[src/rtl/core_pkg.sv]
// rtl/core_pkg.sv - shared RV32I core types for the writeback path.
package core_pkg;

   localparam int XLEN_C = 32;

   typedef enum logic [1:0] {
      WB_ALU  = 2'd0,
      WB_LOAD = 2'd1,
      WB_PC4  = 2'd2,
      WB_IMM  = 2'd3
   } wb_sel_e;

   localparam logic [2:0] F3_LB  = 3'b000;
   localparam logic [2:0] F3_LH  = 3'b001;
   localparam logic [2:0] F3_LW  = 3'b010;
   localparam logic [2:0] F3_LBU = 3'b100;
   localparam logic [2:0] F3_LHU = 3'b101;

   typedef struct packed {
      logic              valid;
      logic [4:0]        rd;
      logic              wren;
      wb_sel_e           wb_sel;
      logic [XLEN_C-1:0] alu;
      logic [XLEN_C-1:0] pc_four;
      logic [XLEN_C-1:0] imm;
      logic [XLEN_C-1:0] ld_word;
      logic [2:0]        ld_funct3;
   } wb_reg_t;

endpackage

[src/rtl/load_align.sv]
// rtl/load_align.sv - picks the addressed byte/halfword from an aligned load word and extends it.
module load_align
   import core_pkg::*;
(
   input  logic [31:0] word_i,
   input  logic [2:0]  funct3_i,
   input  logic [1:0]  off_i,
   output logic [31:0] data_o,
   output logic        misalign_o
);

   logic [7:0]  byte_v;
   logic [15:0] half_v;

   always_comb begin
      case (off_i)
         2'd0:    byte_v = word_i[7:0];
         2'd1:    byte_v = word_i[15:8];
         2'd2:    byte_v = word_i[23:16];
         default: byte_v = word_i[31:24];
      endcase
      half_v = off_i[1] ? word_i[31:16] : word_i[15:0];
   end

   // Unknown funct3 yields zero data and no misalign so it can never trap.
   always_comb begin
      data_o     = '0;
      misalign_o = 1'b0;
      case (funct3_i)
         F3_LB:  data_o = {{24{byte_v[7]}}, byte_v};
         F3_LBU: data_o = {24'd0, byte_v};
         F3_LH: begin
            data_o     = {{16{half_v[15]}}, half_v};
            misalign_o = off_i[0];
         end
         F3_LHU: begin
            data_o     = {16'd0, half_v};
            misalign_o = off_i[0];
         end
         F3_LW: begin
            data_o     = word_i;
            misalign_o = (off_i != 2'd0);
         end
         default: begin
            data_o     = '0;
            misalign_o = 1'b0;
         end
      endcase
   end

endmodule

[src/rtl/wb_stage.sv]
// rtl/wb_stage.sv - MEM->WB pipeline register, writeback mux, forwarding tap and instret counter.
module wb_stage
   import core_pkg::*;
#(
   parameter int XLEN      = 32,
   parameter int INSTRET_W = 32
) (
   input  logic                 i_clk,
   input  logic                 i_rst,
   input  logic                 i_stall,
   input  logic                 i_flush,
   input  logic                 i_valid,
   input  logic [4:0]           i_rd_addr,
   input  logic                 i_rd_wren,
   input  logic [1:0]           i_wb_sel,
   input  logic [XLEN-1:0]      i_alu_data,
   input  logic [XLEN-1:0]      i_pc_four,
   input  logic [XLEN-1:0]      i_imm,
   input  logic [XLEN-1:0]      i_ld_word,
   input  logic [2:0]           i_ld_funct3,
   output logic [4:0]           o_rd_addr,
   output logic                 o_rd_wren,
   output logic [XLEN-1:0]      o_rd_data,
   output logic                 o_fwd_valid,
   output logic [4:0]           o_fwd_addr,
   output logic [XLEN-1:0]      o_fwd_data,
   output logic                 o_ld_misalign,
   output logic [INSTRET_W-1:0] o_instret
);

   wb_reg_t                wb_q, wb_d;
   logic [INSTRET_W-1:0]   instret_q, instret_d;
   logic                   retire;
   logic                   writes_rd;
   logic                   ld_mis_raw;
   logic                   ld_misalign;
   logic [XLEN-1:0]        ld_data;
   logic [XLEN-1:0]        rd_data;

   always_comb begin
      wb_d = wb_q;
      if (i_flush) begin
         wb_d.valid = 1'b0;
         wb_d.wren  = 1'b0;
      end else if (!i_stall) begin
         wb_d.valid     = i_valid;
         wb_d.rd        = i_rd_addr;
         wb_d.wren      = i_rd_wren;
         wb_d.wb_sel    = wb_sel_e'(i_wb_sel);
         wb_d.alu       = i_alu_data;
         wb_d.pc_four   = i_pc_four;
         wb_d.imm       = i_imm;
         wb_d.ld_word   = i_ld_word;
         wb_d.ld_funct3 = i_ld_funct3;
      end
   end

   // A stalled occupant counts only when the stall releases, so it retires once.
   assign retire    = wb_q.valid & ~i_stall;
   assign instret_d = instret_q + INSTRET_W'(retire);

   always_ff @(posedge i_clk) begin
      if (i_rst) begin
         wb_q      <= '0;
         instret_q <= '0;
      end else begin
         wb_q      <= wb_d;
         instret_q <= instret_d;
      end
   end

   load_align u_load_align (
      .word_i     (wb_q.ld_word),
      .funct3_i   (wb_q.ld_funct3),
      .off_i      (wb_q.alu[1:0]),
      .data_o     (ld_data),
      .misalign_o (ld_mis_raw)
   );

   assign ld_misalign = wb_q.valid & (wb_q.wb_sel == WB_LOAD) & ld_mis_raw;

   always_comb begin
      case (wb_q.wb_sel)
         WB_ALU:  rd_data = wb_q.alu;
         WB_LOAD: rd_data = ld_data;
         WB_PC4:  rd_data = wb_q.pc_four;
         default: rd_data = wb_q.imm;
      endcase
   end

   // x0 is hardwired zero and a faulting load must not update the regfile.
   assign writes_rd = wb_q.valid & wb_q.wren & (wb_q.rd != 5'd0) & ~ld_misalign;

   assign o_rd_addr     = wb_q.rd;
   assign o_rd_wren     = writes_rd & retire;
   assign o_rd_data     = rd_data;
   assign o_fwd_valid   = writes_rd;
   assign o_fwd_addr    = wb_q.rd;
   assign o_fwd_data    = rd_data;
   assign o_ld_misalign = ld_misalign;
   assign o_instret     = instret_q;

endmodule

[config.mk]
export PLATFORM = sky130hd
export DESIGN_NAME = wb_stage
export DESIGN_NICKNAME = d
export VERILOG_FILES = /design/src/rtl/core_pkg.sv /design/src/rtl/load_align.sv /design/src/rtl/wb_stage.sv
export SDC_FILE = /design/constraint.sdc
export NUM_CORES = 1
export LEC_CHECK = 0
export ABC_AREA = 1
export CORE_ASPECT_RATIO = 0.9
export CORE_MARGIN = 2
export CORE_UTILIZATION = 45
export DETAILED_ROUTE_END_ITERATION = 8
export GPL_TIMING_DRIVEN = 1
export PLACE_DENSITY = 0.79
export SETUP_SLACK_MARGIN = 0.3
export SLEW_MARGIN = 20
export SYNTH_ARGS = -nofsm -noshare
export SYNTH_HDL_FRONTEND = slang
export SYNTH_SLANG_ARGS = --single-unit
[constraint.sdc]
create_clock -name i_clk -period 2.2 [get_ports i_clk]
set_input_delay 0.66 -clock i_clk [delete_from_list [all_inputs] [get_ports i_clk]]
set_output_delay 0.66 -clock i_clk [all_outputs]
set_load 0.03 [all_outputs]
Word-level counts from Yosys, hierarchy flattened:

Index checks and enable logic that the tools add are counted.

* bits in registers: 172
* bits in latches: 0
* memory bits (writable): 0
* memory bits (read-only): 0
* input port bits: 144
* output and inout bits: 109
* logic and storage cells: 42
* memories kept: 0

* add/sub/neg operators: 1
* $mul: 0
* div/mod/pow operators: 0
* order comparisons: 0
* equal/unequal tests: 8
* shifts and indexed selects: 0
* multiplexer cells: 5
* bitwise gates (word level): 10
* reductions and logical operators: 8

Operator list (count)
* $pmux W32 S5: 1
* $pmux W32 S3: 1
* $add A32 B1 Y32: 1
* $pmux W8 S3: 1
* $mux W16: 1
* $and A1 B1 Y1: 7
* $eq A3 B3 Y1 const B: 2
* $reduce_bool A5 Y1: 1
* $eq A2 B1 Y1 const B: 2
* $eq A2 B2 Y1 const B: 2
* $logic_not A2 Y1: 2
* $reduce_or A2 Y1: 2
* $eq A3 B1 Y1 const B: 1
* $eq A3 B2 Y1 const B: 1
* $logic_not A3 Y1: 1
* $not A1 Y1: 3
* $pmux W1 S2: 1
* $reduce_and A2 Y1: 1
* $reduce_bool A2 Y1: 1

Logic depth before layout (Yosys ltp):

* word-level depth: 7
* gate-level depth with buffers: 13
* gate-level depth less buffers: 13

By module:

A second synthesis with hierarchy kept.

* cell total of the unflattened synthesis: 1328
* area, all modules: 8567.0 um^2

Modules (own cells, without submodules)
* wb_stage: times used 1, cells each 1094, area an instance 7584.8 um^2, sequential area each 3443.3 um^2
* load_align: times used 1, cells each 234, area an instance 982.2 um^2, sequential area each 0.0 um^2

Worst setup path after synthesis:

No wires, ideal clock.

* path type: register to output
* start: reg wb_q[132] (netlist name)
* end: out o_rd_data[24]
* data arrival time: 1.758 ns
* required time: 1.540 ns
* path slack: -0.218 ns
* stages on the path, launching flop included: 7
* buffers on the path: 3
* cells stage by stage: dfxtp_1 > buf_2 > nor2_1 > buf_2 > a221oi_1 > a21oi_1 > buf_4

* word-level cells in the longest chain between the ends: 2
* elaborated cells on any way between the ends: 4
* those cells by class: eq/ne (2); mux (1); reduce/logical (1)

RTL lines
* start, declared: RTL line wb_stage.sv:31 `wb_reg_t wb_q, wb_d;`
* start signal, assigned: RTL line wb_stage.sv:67 `wb_q <= wb_d;`
* $eq A2 B2 Y1 (tied with other cells): RTL line wb_stage.sv:83 `case (wb_q.wb_sel)`
* $pmux W32 S3 (*): RTL line wb_stage.sv:83
* end, declared: RTL line wb_stage.sv:23 `output logic [XLEN-1:0] o_rd_data,`

Mark *: on every way between the ends. The rest lies on a longest branch, timed or not.

Worst setup path after layout:

* start: reg wb_q[0] (netlist name)
* end: out o_fwd_data[18]

* word-level cells in the longest chain between the ends: 3
* elaborated cells on any way between the ends: 7
* those cells by class: eq/ne (4); mux (2); reduce/logical (1)

RTL lines
* $eq A3 B2 Y1 (tied with other cells): RTL line load_align.sv:29 `case (funct3_i)`
* $pmux W32 S5 (*): RTL line load_align.sv:29
* $pmux W32 S3 (*): RTL line wb_stage.sv:83
* end, declared: RTL line wb_stage.sv:26 `output logic [XLEN-1:0] o_fwd_data,`

Marked as above.

==> reports/metrics.yaml <==
synth_commonest_cells: "nor2_1 (321), nand2_1 (287), dfxtp_1 (172), o21ai_0 (148), inv_1 (60)"
io_buffers: 252
syn_inst: 1300
fin_ws_ns: -0.440
grt_max_degree: 71
rows: 48
min_path_type: "reg -> reg"
drv_slew: 0
io_pins: 253
violations: "setup timing"
detail_route.wl_per_cell_um: 15.6
track_usage_pct: 27.4
gp_congestion: 0.888
p_comb_share_pct: 22.2
numClockSinks: 172
crit_path_top_delay_cell: "dfxtp_4"
synthToLayoutAreaGrowth_pct: 47.2
cts_tree: "built"
yosysMostFrequentCell: "nor2_1"
cp_top_family: "simple AND/OR/NAND/NOR gates"
place_inst: 1759
avgSynthCellArea_um2: 6.67
nets: 1687
die-height_um: 136
yosysWarnings: 0
synth_area_leaders: "dfxtp_1 (40%), nor2_1 (14%), nand2_1 (12%)"
drt_iter0_drc: 728
synth_top_cell_by_area: "dfxtp_1"
outcome: "finished with violations"
tightest_slew_ns: 0.467
htree_levels: 4
placed_cell_area_um2: 11700
final_cells: 1805
cts_hold_buf: 0
clk_latency_ns: 0.44
hpwlAfterDp_um: 20400
hold_violations: 0
slew_headroom_pct: 68.9
ys_async_sr_fraction_pct: 0
dieArea_um2: 20400
crit_chain: "inv_4, nor2_8, buf_6, nand2_4, nor2_4, buf_6, nor2_1, nand2_2, nand2_2, nand4_1, buf_4"
max_freq_ghz: 0.379
clkPwrFrac_pct: 37.2
max_stage_delay_ns: 0.37
p_int_w: 0.00568
firstDrtPassIters: 5
core_um2: 19000
cp_max_fo: 6
fin_area_um2: 12800
end_kind: "primary output"
drcViolationCount: 0
grt_pass1_wl_um: 44100
die_width_um: 150
power.leakage_nw: 5.32
synthFlopType: "dfxtp_1"
path_clk_slew_ns: 0.07
min_period_over_period_pct: 120
power_w: 0.00831
ir_drop_mv: 0.463
vias: 9351
syn_nets: 1446
switchingPower_w: 0.00263
fill_cells: 1659
synthesis.area_um2: 8670
maxCapViolCount: 0
setup_viol: 67
rsz0062_at_grt: "yes"
p_sw_share_pct: 31.7
p_seq_share_pct: 40.7
ys_seq_area_share_pct: 39.7
routed_via_density: 5.18
first_global_vias: 8673
cts_root_buf: "clkbuf_16"
drive_above_1_share_pct: 22.6
grt_overflow: 0
wl_um: 28200
ys_ff_latch: 172
cp.arrival_ns: 1.98
synth_edf_count: 0
cts_buffers: 17
skew_ns: 0.0149
start_util_pct: 45.5
p_per_area_nw_per_um2: 651
ant_nets: 0
crit_required_ns: 1.54
clk_path_buf_depth: 2
synth_top_area_share_pct: 39.7
critPathKind: "reg -> out"
antenna_found_initial: 0
cp_num_buf_inv: 4
startpoint_type: "flip-flop"
min_period_ns: 2.64
synth_cell_types: 32
stage by stage:
stage                     utilization (%)  hold WS, ns  setup TNS, ns  setup WS (ns)
after detailed placement             61.3        0.447          -2.81         -0.235
after global routing                 67.0        0.488         -29.44         -0.516
after CTS                            66.5        0.457         -23.34         -0.425
after global placement               61.3        0.438          -1.85         -0.187
after floorplan                         -        0.432          -1.27         -0.115
final                                67.1        0.457         -24.42         -0.440
path summary, 6_finish.rpt:
kind / start / endpoint / slack (ns) / cells past startpoint
worst max-delay path: wb_q[0]$_SDFFE_PP0P_ / o_fwd_data[18] / -0.44 / 11
worst min-delay path: wb_q[133]$_SDFFE_PP0N_ / wb_q[133]$_SDFFE_PP0N_ / 0.46 / 2
worst max register to register: wb_q[139]$_SDFFE_PP0N_ / o_instret[18]$_SDFF_PP0_ / 0.50 / 11
worst min register to register: wb_q[133]$_SDFFE_PP0N_ / wb_q[133]$_SDFFE_PP0N_ / 0.46 / 2
cell families after synthesis:
family                   share of synthesized area [%]
AND/OR/NAND/NOR                                   36.5
AO/OA/AOI/OAI                                     12.2
buffers and inverters                             10.8
flip-flops                                        39.7
XOR/XNOR                                         0.505
adder cells (fa/ha/maj)                          0.289
layer usage:
| metal | GRT usage [%] | wire length, µm | part of all wire, % | up-vias |
|---|---|---|---|---|
| met5 | 0 | 0 | 0 | - |
| met4 | 7.23 | 635 | 2.3 | 0 |
| met3 | 6.16 | 2190 | 7.8 | 44 |
| met2 | 44.9 | 13200 | 47 | 376 |
| met1 | 36.4 | 12200 | 43 | 4354 |
| li1 | - | - | - | 4577 |
registers in the layout (all words and copies together), names as in the netlist:
signal	flops
o_fwd_addr	5
o_instret	32
wb_q	135
worst register-to-register path: cells and delay by family (launching register included):
kind / cells / cell delay (ns)
adders and majority gates: 2 / 0.27
buffers and inverters: 1 / 0.07
DFF: 1 / 0.41
and+or+nand+nor: 8 / 0.85
repair_timing:
| action | 4_1_cts | 5_1_grt |
|---|---|---|
| pin swaps | 17 | 8 |
| resized for setup | 202 | 42 |
| buffers inserted | 9 | 3 |
| setup endpoints to repair | 117 | 79 |
| hold endpoints to repair | 0 | 0 |
| cloned | 1 | 0 |
placed cells by master (no fill, tap or decap), types with 3 or more instances in the layout:
cell | netlist | routed
buf_6 | 5 | 62
inv_1 | 60 | 53
o21ai_0 | 148 | 145
a21oi_1 | 55 | 50
clkinv_8 | 0 | 5
xor2_1 | 4 | 4
clkdlybuf4s50_1 | 0 | 142
clkbuf_2 | 1 | 4
buf_12 | 2 | 20
nand3_2 | 1 | 6
buf_4 | 45 | 64
dfxtp_2 | 0 | 7
nor3_1 | 4 | 3
inv_8 | 0 | 3
clkbuf_16 | 0 | 17
clkdlybuf4s15_2 | 0 | 32
nor2_4 | 3 | 8
nand4_1 | 19 | 19
nor2_2 | 15 | 18
nand2_1 | 287 | 262
nand3b_1 | 10 | 10
dfxtp_1 | 172 | 162
o21ai_1 | 0 | 3
inv_2 | 7 | 8
nand2_4 | 1 | 6
nand2_2 | 26 | 46
nor2_1 | 321 | 313
nand3_1 | 33 | 28
a21oi_4 | 0 | 4
inv_4 | 0 | 4
nand4_4 | 0 | 11
inv_6 | 0 | 4
dfxtp_4 | 0 | 3
power by group through the flow:
stage | Clock (W) | Sequential, W | Combinational (W)
3_5_place_dp | 0 | 0.00344 | 0.00170
4_1_cts | 0.00313 | 0.00337 | 0.00181
6_report | 0.00309 | 0.00338 | 0.00184
5_1_grt | 0.00324 | 0.00340 | 0.00197
3_3_place_gp | 0 | 0.00344 | 0.00168
2_1_floorplan | 0 | 0.00342 | 0.00107
final cells by class:
| type | instances | area [µm²] | area share [%] |
|---|---|---|---|
| inverter | 67 | 268 | 2.10 |
| timing repair buffer | 333 | 3460 | 27.1 |
| multi-input combinational | 950 | 4640 | 36.4 |
| antenna | 1 | 2.50 | 0.0196 |
| clock buffer | 17 | 425 | 3.33 |
| tap | 250 | 313 | 2.45 |
| sequential | 172 | 3460 | 27.1 |
| clock inverter | 15 | 190 | 1.49 |
No activity file was read; power rests on OpenSTA's default activity.
==> variant, RTL diff (same settings) <==
The parameter `INSTRET_W` goes from 32 to 64.
--- a/src/rtl/wb_stage.sv
+++ b/src/rtl/wb_stage.sv
@@ -5,3 +5,3 @@
    parameter int XLEN      = 32,
-   parameter int INSTRET_W = 32
+   parameter int INSTRET_W = 64
 ) (
Ports: changed (resized o_instret); port bits go from 253 to 285. The function was not compared with the original's and may differ.
==> variant against the unedited design <==
The flow still finishes with violations (negative setup slack). Cell area is 20% higher. Sequential cell count is 32 higher. Routed wire length is 44% higher. Sequential power increased by 18%. Synthesized area grew 19%. Worst setup slack lost 0.23 ns. Maximum frequency down 8.0%. Die area grew 18%. Register-to-register slack got worse by 0.10 ns. Power is 24% higher. Highest routed layer unchanged.
==> variant: results (changes against the unedited design) <==
| Metric | Value |
|---|---|
| Post-synth net total | 1,761 (was 1,446) |
| Slack of the critical path | -0.668 ns (was -0.440 ns) |
| # fillers | 1,941 (was 1,659) |
| CP arrival | 2.21 ns (was 1.98 ns) |
| Met2 usage | 54.1% (was 44.9%) |
| Vias | 12,000 (was 9,351) |
| Final TNS setup | -38.92 ns (was -24.42 ns) |
| Hold_ws | 0.503 ns (was 0.457 ns) |
| Drt total wl | 40,600 microns (was 28,200 microns) |
| R2R Path End | o_instret[57] (was o_instret[18]) |
| Switch Pwr | 2.85 mW (was 2.63 mW) |
| Area occupied by multi-input gates | 5720 sq um (was 4640 sq um) |
| Met3 usage | 6.09% (was 6.16%) |
| Final setup viols | 67 (unchanged) |
| GRT met1 Usage | 44.3% (was 36.4%) |
| Clock Skews | 0.0166 ns (was 0.0149 ns) |
| Largest net degree at the start of global routing | 101 (was 71) |
| Count of port buffers added during placement | 284 (was 252) |
| Worst Hold Endpoint | o_instret[63] (was wb_q[133]) |
| Global placer's final weighted congestion | 1.04 (was 0.888) |
| Flop pwr share | 38.8% (was 40.7%) |
| Failing checks | negative setup slack (unchanged) |
| Layout Nets | 2,099 (was 1,687) |
| Mux contribution to synthesized area | 0.0971% (was 0%) |
| Status | finished with violations (unchanged) |
| Complex-gate fraction of the synthesized area | 13.1% (was 12.2%) |
variant: cell types whose count changed after synthesis, moves of 10 or more:
cell	unedited run	this run
a21oi_1	55	83
clkbuf_1	34	52
dfxtp_1	172	204
inv_1	60	88
nand2_1	287	406
nand2_2	26	4
nand3b_1	10	0
nand4_1	19	47
nand4_2	11	0
nor2_1	321	407
o21ai_0	148	169
or2_0	0	12
variant: final cells by class:
cell class	instances	area share (%)
clock buffers	29	4.22
clock inverters	13	1.39
inverters	92	2.37
multi-input cells	1204	37.2
flip-flops and latches	204	26.8
well taps	297	2.42
repair buffers	428	25.6
variant: repair_timing:
| item | CTS | global route |
|---|---|---|
| endpoints found under the hold margin | 0 | 0 |
| gates cloned | 3 | 0 |
| endpoints found under the setup margin | 143 | 109 |
| buffers inserted | 10 | 7 |
| resized for setup | 485 | 79 |
| pin swaps | 27 | 26 |
